`src/rtl/sprite_pkg.sv`:
```
// Shared dimensions, state encoding and address helpers for the sprite row fetcher.
package sprite_pkg;

  localparam int MARIO_W   = 26;
  localparam int MARIO_H   = 32;
  localparam int BLOCK_W   = 32;
  localparam int BLOCK_H   = 32;
  localparam int MARIO_PIX = 3;
  localparam int BLOCK_PIX = 2;

  localparam int ROW_W  = 6;
  localparam int ADDR_W = 10;
  localparam int COL_W  = 5;

  typedef enum logic [2:0] {
    IDLE    = 3'd0,
    FETCH_M = 3'd1,
    FETCH_B = 3'd2,
    DRAIN   = 3'd3,
    COMMIT  = 3'd4
  } fetch_state_t;

  function automatic logic row_live(input logic [ROW_W-1:0] row, input int h);
    return int'(row) < h;
  endfunction

  // Rows past the sprite height park the address bus at 0 rather than wrapping.
  function automatic logic [ADDR_W-1:0] rom_addr(input logic [ROW_W-1:0] row,
                                                 input logic [COL_W-1:0] col,
                                                 input int w, input int h);
    int idx;
    if (int'(row) >= h) return '0;
    idx = int'(row) * w + int'(col);
    return idx[ADDR_W-1:0];
  endfunction

endpackage

```
`src/rtl/sprite_row_fetcher_line_dbuf.sv`:
```
// One sprite line, double-buffered: a shadow row filled pixel by pixel and a
// visible row that only changes when commit is asserted.
module line_dbuf #(
  parameter int W   = 26,
  parameter int PIX = 3,
  localparam int IW = (W > 1) ? $clog2(W) : 1
) (
  input  logic           clk,
  input  logic           Reset,
  input  logic           wr_en,
  input  logic [IW-1:0]  wr_idx,
  input  logic [PIX-1:0] wr_data,
  input  logic           commit,
  output logic [W*PIX-1:0] line
);

  logic [W*PIX-1:0] shadow_q;
  logic [W*PIX-1:0] line_q;

  always_ff @(posedge clk) begin
    if (Reset) begin
      shadow_q <= '0;
      line_q   <= '0;
    end else begin
      if (wr_en) begin
        for (int c = 0; c < W; c++) begin
          if (wr_idx == IW'(c)) shadow_q[c*PIX +: PIX] <= wr_data;
        end
      end
      // Every slot is rewritten on each fetch, so the shadow never needs clearing.
      if (commit) line_q <= shadow_q;
    end
  end

  assign line = line_q;

endmodule

```
`src/rtl/sprite_row_fetcher.sv`:
```
// Fetches one mario row and one block row from their registered-read ROMs and
// publishes both as stable, double-buffered lines for the renderer.
module sprite_row_fetcher
  import sprite_pkg::*;
(
  input  logic                       clk,
  input  logic                       Reset,
  input  logic                       start,
  input  logic [ROW_W-1:0]           mario_row,
  input  logic [ROW_W-1:0]           block_row,
  input  logic                       mario_en,
  input  logic                       block_en,
  output logic [ADDR_W-1:0]          mario_addr,
  input  logic [MARIO_PIX-1:0]       mario_q,
  output logic [ADDR_W-1:0]          block_addr,
  input  logic [BLOCK_PIX-1:0]       block_q,
  output logic                       busy,
  output logic                       done,
  output logic [MARIO_PIX*MARIO_W-1:0] mario_line,
  output logic [BLOCK_PIX*BLOCK_W-1:0] block_line,
  output fetch_state_t               state_dbg
);

  // Handshake: start is a one-cycle request taken only while busy is low (IDLE);
  // requests while busy are dropped, never queued. done pulses for exactly one
  // cycle in the first cycle the new lines are visible, with busy already low.

  localparam logic [COL_W-1:0] M_LAST = COL_W'(MARIO_W - 1);
  localparam logic [COL_W-1:0] B_LAST = COL_W'(BLOCK_W - 1);

  fetch_state_t     state_q;
  logic [COL_W-1:0] col_q;
  logic [ROW_W-1:0] m_row_q;
  logic [ROW_W-1:0] b_row_q;
  logic             m_zero_q;
  logic             b_zero_q;
  logic             busy_q;
  logic             done_q;
  logic             m_cap_q;
  logic             b_cap_q;
  logic [COL_W-1:0] cap_idx_q;

  always_ff @(posedge clk) begin
    if (Reset) begin
      state_q   <= IDLE;
      col_q     <= '0;
      m_row_q   <= '0;
      b_row_q   <= '0;
      m_zero_q  <= 1'b0;
      b_zero_q  <= 1'b0;
      busy_q    <= 1'b0;
      done_q    <= 1'b0;
      m_cap_q   <= 1'b0;
      b_cap_q   <= 1'b0;
      cap_idx_q <= '0;
    end else begin
      done_q    <= 1'b0;
      // ROM data lags the address by one cycle, so remember which slot it is for.
      m_cap_q   <= (state_q == FETCH_M);
      b_cap_q   <= (state_q == FETCH_B);
      cap_idx_q <= col_q;
      case (state_q)
        IDLE: begin
          if (start) begin
            m_row_q  <= mario_row;
            b_row_q  <= block_row;
            m_zero_q <= !mario_en || !row_live(mario_row, MARIO_H);
            b_zero_q <= !block_en || !row_live(block_row, BLOCK_H);
            col_q    <= '0;
            busy_q   <= 1'b1;
            state_q  <= FETCH_M;
          end
        end
        FETCH_M: begin
          if (col_q == M_LAST) begin
            col_q   <= '0;
            state_q <= FETCH_B;
          end else begin
            col_q <= col_q + 1'b1;
          end
        end
        FETCH_B: begin
          if (col_q == B_LAST) begin
            col_q   <= '0;
            state_q <= DRAIN;
          end else begin
            col_q <= col_q + 1'b1;
          end
        end
        DRAIN: begin
          state_q <= COMMIT;
        end
        COMMIT: begin
          busy_q  <= 1'b0;
          done_q  <= 1'b1;
          state_q <= IDLE;
        end
        default: begin
          state_q <= IDLE;
          col_q   <= '0;
          busy_q  <= 1'b0;
        end
      endcase
    end
  end

  always_comb begin
    mario_addr = '0;
    block_addr = '0;
    if (state_q == FETCH_M) mario_addr = rom_addr(m_row_q, col_q, MARIO_W, MARIO_H);
    if (state_q == FETCH_B) block_addr = rom_addr(b_row_q, col_q, BLOCK_W, BLOCK_H);
  end

  logic [MARIO_PIX-1:0] m_wr_data;
  logic [BLOCK_PIX-1:0] b_wr_data;
  logic                 commit;

  assign m_wr_data = m_zero_q ? '0 : mario_q;
  assign b_wr_data = b_zero_q ? '0 : block_q;
  assign commit    = (state_q == COMMIT);

  line_dbuf #(.W(MARIO_W), .PIX(MARIO_PIX)) u_mario_buf (
    .clk     (clk),
    .Reset   (Reset),
    .wr_en   (m_cap_q),
    .wr_idx  (cap_idx_q),
    .wr_data (m_wr_data),
    .commit  (commit),
    .line    (mario_line)
  );

  line_dbuf #(.W(BLOCK_W), .PIX(BLOCK_PIX)) u_block_buf (
    .clk     (clk),
    .Reset   (Reset),
    .wr_en   (b_cap_q),
    .wr_idx  (cap_idx_q),
    .wr_data (b_wr_data),
    .commit  (commit),
    .line    (block_line)
  );

  assign busy      = busy_q;
  assign done      = done_q;
  assign state_dbg = state_q;

endmodule

```
`config.mk`:
```
export PLATFORM = sky130hd
export DESIGN_NAME = sprite_row_fetcher
export DESIGN_NICKNAME = d
export VERILOG_FILES = /design/src/rtl/sprite_pkg.sv /design/src/rtl/sprite_row_fetcher_line_dbuf.sv /design/src/rtl/sprite_row_fetcher.sv
export SDC_FILE = /design/constraint.sdc
export NUM_CORES = 1
export LEC_CHECK = 0
export CORE_MARGIN = 5
export CORE_UTILIZATION = 57
export CTS_BUF_LIST = sky130_fd_sc_hd__clkbuf_2 sky130_fd_sc_hd__clkbuf_4 sky130_fd_sc_hd__clkbuf_8
export DETAILED_ROUTE_END_ITERATION = 16
export PLACE_DENSITY_LB_ADDON = 0.2
export SKIP_LAST_GASP = 1
export SYNTH_ARGS = -nofsm -noshare
export SYNTH_HDL_FRONTEND = slang
export SYNTH_SLANG_ARGS = --single-unit
```
`constraint.sdc`:
```
create_clock -name clk -period 9.74 [get_ports clk]
set_input_delay 1.461 -clock clk [delete_from_list [all_inputs] [get_ports clk]]
set_output_delay 1.461 -clock clk [all_outputs]
set_load 0.01 [all_outputs]
```
== Word level (Yosys, flattened, before mapping) ==
Index checks and enable logic that the tools add are counted.

* Eq/ne operators: 40
* Add/sub/neg operators: 3
* $lt $le $gt $ge: 4
* Mux-type cells: 23
* Bitwise logic cells: 2
* Reductions and logical operators: 72
* $mul: 1

{| class="wikitable"
|+ Operators by type and width
! kind !! number
|-
| AND reduction 2 bit || 61
|-
| equality test 5 bit (second input constant) || 18
|-
| 2-to-1 mux 10 bit || 6
|-
| equality test 5 x 4 -> 1 bit (second input constant) || 8
|-
| adder 10 x 5 -> 10 bit || 2
|-
| equality test 5 x 3 -> 1 bit (second input constant) || 4
|-
| one-hot mux 5 bit (4 select lines) || 1
|-
| 2-to-1 mux 5 bit || 3
|-
| >= comparator 6 bit (second input constant) || 2
|-
| < comparator 6 bit (second input constant) || 2
|-
| 2-to-1 mux 3 bit || 4
|-
| one-hot mux 3 bit (4 select lines) || 1
|-
| equality test 5 x 2 -> 1 bit (second input constant) || 2
|-
| multiplier 6 x 4 -> 9 bit (second input constant) || 1
|-
| equality test 3 x 2 -> 1 bit (second input constant) || 2
|-
| 2-to-1 mux 1 bit || 6
|-
| adder 5 x 1 -> 5 bit (second input constant) || 1
|-
| equality test 5 x 1 -> 1 bit (second input constant) || 1
|-
| zero test 5 bit || 1
|-
| zero test 1 bit || 4
|-
| != test 2 x 1 -> 1 bit (second input constant) || 2
|-
| equality test 3 x 1 -> 1 bit (second input constant) || 1
|-
| equality test 3 bit (second input constant) || 1
|-
| zero test 3 bit || 1
|-
| other kinds (8) || 10
|}

* Word-level logic and storage cells: 216
* Bits in registers: 315
* Output and inout bits: 167
* Bits of input ports: 22

== Depth between registers and ports, before layout ==
Gate-level depths: netlist of run 1.

* Depth after elaboration: 5
* Gate-level depth with buffers: 11

== Hierarchy ==
A second synthesis of run 1 with hierarchy kept.

* Cells, all modules: 1247
* Area, all modules: 12839.8 um^2

{| class="wikitable"
|+ Modules (own cells, without submodules)
! module !! area each (um^2) !! cells each !! times used
|-
| line_dbuf at u_mario_buf || 5890.6 || 545 || 1
|-
| line_dbuf at u_block_buf || 4914.7 || 460 || 1
|-
| sprite_row_fetcher || 2034.5 || 242 || 1
|}

== Least setup slack after synthesis of run 1 ==
Ideal clock, no wire load.

* Kind: reg2out
* From: reg m_row_q[1]
* To: out mario_addr[9]
* Stages on the path, launching flop included: 9
* Setup slack: 5462 ps
* Path buffers: 0
* Arrival time: 2817 ps
* Required time: 8279 ps
* Path through: dfxtp_1 > ha_1 > fa_1 > fa_1 > a211oi_2 > o21ba_2 > nor4_4 > or4_1 > nand3_1

* Longest elaborated chain between the ends: 5

{| class="wikitable"
|+ RTL lines
! item !! RTL line !! RTL
|-
| start: declaration || sprite_row_fetcher.sv:33 || <nowiki>logic [ROW_W-1:0] m_row_q;</nowiki>
|-
| start signal: assignment || sprite_row_fetcher.sv:65 || <nowiki>m_row_q <= mario_row;</nowiki>
|-
| branches (longest 3 deep; another with adder 10 x 5 -> 10 bit) || n/a ||
|-
| 2-to-1 mux 10 bit (*) || sprite_pkg.sv:33 || <nowiki>idx = int'(row) * w + int'(col);</nowiki>
|-
| 2-to-1 mux 10 bit (*) || sprite_row_fetcher.sv:110 || <nowiki>if (state_q == FETCH_M) mario_addr = rom_addr(m_row_q, col_q, MARIO_W, MARIO_H);</nowiki>
|-
| end: declaration || sprite_row_fetcher.sv:13 || <nowiki>output logic [ADDR_W-1:0] mario_addr,</nowiki>
|}

Every way passes the cells marked *. The select of a mux whose other input is x is not followed.

== Final worst setup path of run 1 ==
Same ends and word-level chain as after synthesis.

==> flow_metrics.py, run 1 <==
metrics = {
    "pwr": {
        "share_comb_of_total_power": 0.046,
        "power.switching_fraction": 0.223,
        "cellLeakagePower_nw": 5.16,
        "power.share.sequential": 0.504,
        "peakVddDrop_mv": 0.0880,
        "internal-power_mw": 2.01,
        "power.net_switching_mw": 0.576,
        "clkPwrFrac": 0.450,
        "power-per-cell-area_mw_per_mm2": 168,
    },
    "clock_network": {
        "clk-insertion-delay-late_ns": 0.56,
        "clk_pin_slew_ns": 0.06,
        "number_of_buffers_inserted_during_clock_tree_synthesis": 49,
        "postCtsHoldBufs": 0,
        "cts_tree": "yes",
        "h-tree-depth": 2,
        "cts_sinks": 315,
        "max-clock-path-buffers": 3,
        "post-cts-setup-buffers": 0,
        "cts_resized": 0,
        "clock-root-buffer": "sky130_fd_sc_hd__clkbuf_8",
    },
    "synthesis": {
        "synth_seq_area_share": 0.506,
        "yosysWarningCount": 0,
        "postSynthNetCount": 1616,
        "async_reset_ff_frac": 0,
        "synth.ff_latch_count": 315,
        "combined_area_of_all_synthesized_cells_mm2": 0.0125,
        "synth_simple_gate_area_share": 0.253,
        "main_combinational_cell_family_by_area_after_synthesis": "simple AND/OR/NAND/NOR gates",
        "netlist_top_cells_area": "sky130_fd_sc_hd__dfxtp_1 (51%), sky130_fd_sc_hd__nand2_1 (15%), sky130_fd_sc_hd__a21oi_1 (11%), sky130_fd_sc_hd__nand3_1 (4.1%), sky130_fd_sc_hd__ha_1 (2.3%)",
        "synth_area_per_cell_um2": 7.95,
        "synth_top_area_share": 0.506,
        "synth_fa_ha_area_frac": 0.0295,
        "synth_edf_count": 0,
        "synth_compound_area_frac": 0.144,
        "synth_top_cell_by_area": "sky130_fd_sc_hd__dfxtp_1",
        "synthXorXnorAreaFrac": 0.00623,
        "synthCells": 1567,
        "post_synth_num_cell_types": 62,
        "synthFlopType": "sky130_fd_sc_hd__dfxtp_1",
        "yosys-mux-area-fraction": 0.0153,
    },
    "drt": {
        "drcViolationCount": 0,
        "routed_wire_length_per_instance_um": 15.5,
        "routed_wl_um": 31100,
        "route.vias.total": 11000,
        "via_per_instance_ratio": 5.45,
        "ant_nets": 0,
        "detail_route.first_pass.iterations": 5,
        "number_of_violations_reported_at_the_end_of_detailed_routing_iteration_0": 687,
    },
    "timing": {
        "slew_headroom": 0.214,
        "min_period_ns": 5.53,
        "setup_viol_count_final": 0,
        "max_slew.worst_pin.slew_ns": 1.18,
        "period_share": 0.567,
        "setup-tns-final_ns": 0,
        "timing.clock.skew_ns": 0.0165,
        "timing_max_transition_violations_final": 0,
        "grt_setup_unrepaired": "no",
        "finalWorstSetupSlack_ns": 4.21,
        "hold_viol": 0,
        "fmax_ghz": 0.181,
        "whs_ns": 0.434,
    },
    "min_path": {
        "min-delay-path-class": "reg -> reg",
        "min_path_cells": 2,
    },
    "layout": {
        "syn_to_final_growth_pct": 23.3,
        "most-common-layout-cells": "sky130_fd_sc_hd__nand2_1 (484), sky130_fd_sc_hd__dfxtp_1 (315), sky130_fd_sc_hd__a21oi_1 (282)",
        "diode_insertion_count_for_antenna_repair": 0,
        "fin_area_mm2": 0.0154,
        "fin_nets": 1746,
        "layoutNonFillerInstCount": 2012,
        "layout.cells.most_common": "sky130_fd_sc_hd__nand2_1",
        "drive_gt1_frac": 0.0803,
    },
    "floorplan": {
        "core_box_area_mm2": 0.0217,
        "effective_utilization_at_floorplan": 0.574,
        "die-area_mm2": 0.0249,
        "die_h_um": 158,
        "row_count": 54,
        "die_x_um": 158,
        "boundary_pins": 189,
    },
    "critical_path": {
        "top_family_by_delay_on_critical_path": "adder cells",
        "reg2reg_to": "u_block_buf.line[20]",
        "critPathCapture": "mario_addr[9]",
        "critical_path_required_ns": 8.28,
        "startpoint_of_the_worst_register_to_register_path": "state_dbg[2]",
        "crit_path_start": "m_row_q[1]",
        "critical_path_arrival_ns": 4.06,
        "critical_path.max_fanout": 6,
        "startpoint_type": "flop",
        "critPathMostFrequentCell": "sky130_fd_sc_hd__ha_1",
        "cp.depth": 11,
        "timing.critical_path.to_type": "output port",
        "ff2ff_setup_slack_ns": 7.12,
        "critPathSlowestCell": "sky130_fd_sc_hd__clkdlybuf4s50_1",
        "critical_path_class": "reg -> out",
        "critical_path_buf_inv_count": 2,
        "cp_slowest_stage_delay_ns": 0.53,
        "rr_worst_depth": 4,
        "cp_cell_sequence": "inv_1, ha_1, ha_1, ha_1, fa_1, a211oi_2, o21ba_2, nor4_4, or4_1, nand3_1, clkdlybuf4s50_1",
    },
    "status": {
        "outcome": "complete, no violations",
    },
    "global_routing": {
        "first_global_vias": 10200,
        "total_routing_resource_utilization_after_global_routing": 0.242,
        "grt_start_max_net_pins": 202,
        "grt_first_pass_wirelength_um": 50200,
        "globalRoute.totalOverflow": 0,
        "grt_antenna_before_repair": 0,
    },
    "place": {
        "dp.final_hpwl_um": 19900,
        "place_ws_ns": 4.81,
        "placed_cell_area_mm2": 0.0143,
        "dpl.cell_count": 1926,
        "placer_congestion_estimate": 0.799,
        "place.port_buffers": 188,
    },
    "job": {
        "timing.max_cap.violations": 0,
    },
}
==> layout make-up <==
type	instances	area, um^2
Clock buffer	84	1010
Clock inverter	2	38.8
Tap cell	280	350
Timing Repair Buffer	201	1980
Fill cell	1743	6330
Inverter	14	52.6
Sequential cell	315	6310
Multi-Input combinational cell	1116	5620
==> power groups by stage <==
stage          clock, mW  sequential (mW)  combinational, mW
2_1_floorplan          0             1.33             0.0812
3_3_place_gp           0             1.33              0.115
3_5_place_dp           0             1.33              0.117
4_1_cts             1.18             1.30              0.118
5_1_grt             1.24             1.30              0.130
6_report            1.16             1.30              0.118
==> worst register-to-register path, delay by kind of cell, from the launching register on <==
family / cells / cell delay, ns
AND/OR/NAND/NOR: 2 / 0.89
buffers and inverters: 1 / 0.83
flip-flops: 1 / 0.66
AO/OA/AOI/OAI: 1 / 0.16
==> kinds of logic after synthesis <==
group | count (synthesis)
flip-flops | 315
multiplexers | 19
AO/OA/AOI/OAI | 338
XOR/XNOR | 8
adder cells (fa/ha/maj) | 27
buffers and inverters | 136
AND/OR/NAND/NOR | 724
==> synthesized netlist by cell type (3+ instances only) <==
| cell | count |
|---|---|
| sky130_fd_sc_hd__nand2_1 | 484 |
| sky130_fd_sc_hd__dfxtp_1 | 315 |
| sky130_fd_sc_hd__a21oi_1 | 282 |
| sky130_fd_sc_hd__nand3_1 | 101 |
| sky130_fd_sc_hd__clkbuf_1 | 74 |
| sky130_fd_sc_hd__nor2_1 | 61 |
| sky130_fd_sc_hd__buf_2 | 41 |
| sky130_fd_sc_hd__o21ai_0 | 32 |
| sky130_fd_sc_hd__ha_1 | 23 |
| sky130_fd_sc_hd__mux2i_1 | 19 |
| sky130_fd_sc_hd__and2_1 | 15 |
| sky130_fd_sc_hd__inv_1 | 14 |
| sky130_fd_sc_hd__nor2b_1 | 11 |
| sky130_fd_sc_hd__nand2b_1 | 9 |
| sky130_fd_sc_hd__nor3_2 | 7 |
| sky130_fd_sc_hd__buf_1 | 6 |
| sky130_fd_sc_hd__fa_1 | 4 |
| sky130_fd_sc_hd__nor3_1 | 4 |
| sky130_fd_sc_hd__xor2_1 | 4 |
| sky130_fd_sc_hd__nor2_4 | 3 |
| sky130_fd_sc_hd__or2_1 | 3 |
| sky130_fd_sc_hd__xnor2_1 | 3 |
==> state kept, by name, summed over array words and instances (netlist names) <==
| signal | flops |
|---|---|
| b_cap_q | 1 |
| b_row_q | 6 |
| b_zero_q | 1 |
| busy | 1 |
| cap_idx_q | 5 |
| col_q | 5 |
| done | 1 |
| m_cap_q | 1 |
| m_row_q | 6 |
| m_zero_q | 1 |
| state_dbg | 3 |
| u_block_buf.line | 64 |
| u_block_buf.shadow_q | 64 |
| u_mario_buf.line | 78 |
| u_mario_buf.shadow_q | 78 |
==> how the worst min path moves through the flow <==
stage,start,endpoint,slack [ns]
after detailed placement,u_block_buf.shadow_q[22],u_block_buf.line[22],0.44
after global routing,u_block_buf.shadow_q[22],u_block_buf.line[22],0.46
final,u_block_buf.shadow_q[3],u_block_buf.line[3],0.43
after CTS,u_block_buf.shadow_q[3],u_block_buf.line[3],0.44
after floorplan,u_block_buf.shadow_q[14],u_block_buf.line[14],0.43
after global placement,u_mario_buf.shadow_q[43],u_mario_buf.line[43],0.44
==> through the flow <==
stage	util	total power [mW]
final	0.708	2.59
after global routing	0.708	2.68
after CTS	0.708	2.60
after detailed placement	0.660	1.45
after global placement	0.660	1.45
after floorplan	-	1.41
==> per-layer routing <==
layer  vias up  global-route usage  part of all wire
li1       5439                   -                 -
met1      5175               0.321              0.44
met2       304               0.396              0.48
met3        46              0.0604             0.067
met4         0              0.0631             0.016
met5         -                   0                 0
No activity file was read; power rests on OpenSTA's default activity.
==> inputs of run 2 (changes only) <==
Settings changed: CORE_UTILIZATION 57 to 50.
Clock period 9.74 ns to 4.94 ns, I/O delays scaled along.
==> run 2 against run 1 <==
Wire length up 1.4%. Flip-flop and latch count unchanged. Register-to-register slack worse by 4.9 ns. First-iteration DRC count up 21%.
==> flow_metrics.py, run 2 (synthesis results as in run 1) <==
metrics = {
    "status": {
        "outcome": "complete, no violations",
    },
    "min_path": {
        "min_from": "u_mario_buf.shadow_q[26]",
        "min_path_cells": 2,
        "min-delay-path-class": "reg -> reg",
        "hold_path_end": "u_mario_buf.line[26]",
    },
    "pwr": {
        "power-per-cell-area_mw_per_mm2": 332,
        "cellLeakagePower_nw": 5.20,
        "peakVddDrop_mv": 0.200,
    },
    "drt": {
        "route.vias.total": 10900,
        "via_per_instance_ratio": 5.28,
        "routed_wire_length_per_instance_um": 15.3,
        "routed_wl_um": 31600,
        "number_of_violations_reported_at_the_end_of_detailed_routing_iteration_0": 833,
        "drcViolationCount": 0,
        "ant_nets": 0,
        "detail_route.first_pass.iterations": 5,
    },
    "global_routing": {
        "grt_first_pass_wirelength_um": 51600,
        "total_routing_resource_utilization_after_global_routing": 0.216,
        "grt_start_max_net_pins": 199,
        "globalRoute.totalOverflow": 0,
        "grt_antenna_before_repair": 0,
        "first_global_vias": 10200,
    },
    "timing": {
        "whs_ns": 0.437,
        "timing.clock.skew_ns": 0.0253,
        "slew_headroom": 0.186,
        "grt_setup_unrepaired": "no",
        "setup_viol_count_final": 0,
        "hold_viol": 0,
        "timing_max_transition_violations_final": 0,
        "period_share": 0.953,
        "max_slew.worst_pin.slew_ns": 1.22,
        "min_period_ns": 4.71,
        "fmax_ghz": 0.212,
        "setup-tns-final_ns": 0,
    },
    "critical_path": {
        "critical_path_arrival_ns": 3.97,
        "timing.critical_path.to_type": "output port",
        "critPathMostFrequentCell": "sky130_fd_sc_hd__inv_1",
        "reg2reg_to": "u_mario_buf.shadow_q[7]",
        "cp_slowest_stage_delay_ns": 0.53,
        "critical_path.max_fanout": 5,
        "startpoint_of_the_worst_register_to_register_path": "cap_idx_q[1]",
        "critPathSlowestCell": "sky130_fd_sc_hd__clkdlybuf4s50_1",
        "startpoint_type": "flop",
        "ff2ff_setup_slack_ns": 2.24,
        "rr_worst_depth": 5,
        "critical_path_class": "reg -> out",
        "cp_cell_sequence": "inv_1, ha_1, inv_1, fa_1, inv_1, ha_1, a211oi_2, o21ba_2, nor4_4, or4_1, nand3_1, clkdlybuf4s50_1",
        "critical_path_required_ns": 4.20,
    },
    "layout": {
        "fin_nets": 1748,
        "fin_area_mm2": 0.0155,
        "most-common-layout-cells": "sky130_fd_sc_hd__nand2_1 (484), sky130_fd_sc_hd__dfxtp_1 (314), sky130_fd_sc_hd__a21oi_1 (282)",
        "diode_insertion_count_for_antenna_repair": 0,
        "layoutNonFillerInstCount": 2060,
        "layout.cells.most_common": "sky130_fd_sc_hd__nand2_1",
        "syn_to_final_growth_pct": 24.3,
        "drive_gt1_frac": 0.0829,
    },
    "floorplan": {
        "row_count": 57,
        "die-area_mm2": 0.0282,
        "boundary_pins": 189,
        "effective_utilization_at_floorplan": 0.509,
        "die_h_um": 168,
        "core_box_area_mm2": 0.0245,
        "die_x_um": 168,
    },
    "clock_network": {
        "cts_sinks": 315,
        "max-clock-path-buffers": 3,
        "h-tree-depth": 2,
        "clk_pin_slew_ns": 0.06,
        "clk-insertion-delay-late_ns": 0.56,
        "cts_tree": "yes",
        "number_of_buffers_inserted_during_clock_tree_synthesis": 51,
        "clock-root-buffer": "sky130_fd_sc_hd__clkbuf_8",
    },
    "place": {
        "place.port_buffers": 188,
        "dp.final_hpwl_um": 20100,
        "dpl.cell_count": 1969,
        "placed_cell_area_mm2": 0.0144,
        "placer_congestion_estimate": 0.795,
    },
    "job": {
        "timing.max_cap.violations": 0,
    },
}
[run 2: layout make-up]
class / instances / area [um^2]
multi-input combinational: 1116 / 5630
inverter: 14 / 52.6
sequential: 315 / 6310
timing repair buffer: 201 / 2000
clock buffer: 87 / 1070
tap: 324 / 405
fill: 2180 / 8980
clock inverter: 3 / 21.3
[run 2: stage by stage]
step	util	setup slack, ns	power [mW]
2_1_floorplan	-	1.38	2.78
3_3_place_gp	0.588	0.807	2.85
3_5_place_dp	0.588	0.719	2.86
4_1_cts	0.633	0.132	5.18
5_1_grt	0.633	0.0169	5.33
6_report	0.633	0.233	5.14
[run 2: timing repair]
item                                    CTS  global route
setup buffers                             0             1
hold buffers                              0             0
endpoints found under the setup margin    0             1
resized for setup                         0             1
[run 2: routing by layer]
metal  track usage  up-vias  share of wire
li1              -     5453              -
met1         0.293     5099           0.46
met2         0.353      289           0.46
met3        0.0511       30          0.070
met4        0.0473        0          0.012
met5             0        -              0
[run 2: critical path, delay by kind of cell, from the launching register on]
family,cells,cell delay (ns)
compound gates,2,0.54
fa+ha+maj,3,1.14
flops,1,0.42
simple gates,3,0.62
buf+inv,4,0.69
[run 2: worst max path at each step]
stage                           from       endpoint  slack [ns]  cells after the start
after floorplan           m_row_q[1]  mario_addr[9]        1.38                      8
after global placement    m_row_q[1]  mario_addr[9]        0.81                     11
after detailed placement  m_row_q[1]  mario_addr[9]        0.72                     11
after CTS                 m_row_q[1]  mario_addr[9]        0.13                     11
after global routing      m_row_q[3]  mario_addr[9]        0.02                     12
final                     m_row_q[2]  mario_addr[9]        0.23                     12
[run 2: power breakdown]
part,internal (mW),switching (mW)
combinational,0.0780,0.156
clock,1.35,0.986
sequential,2.55,0.0157
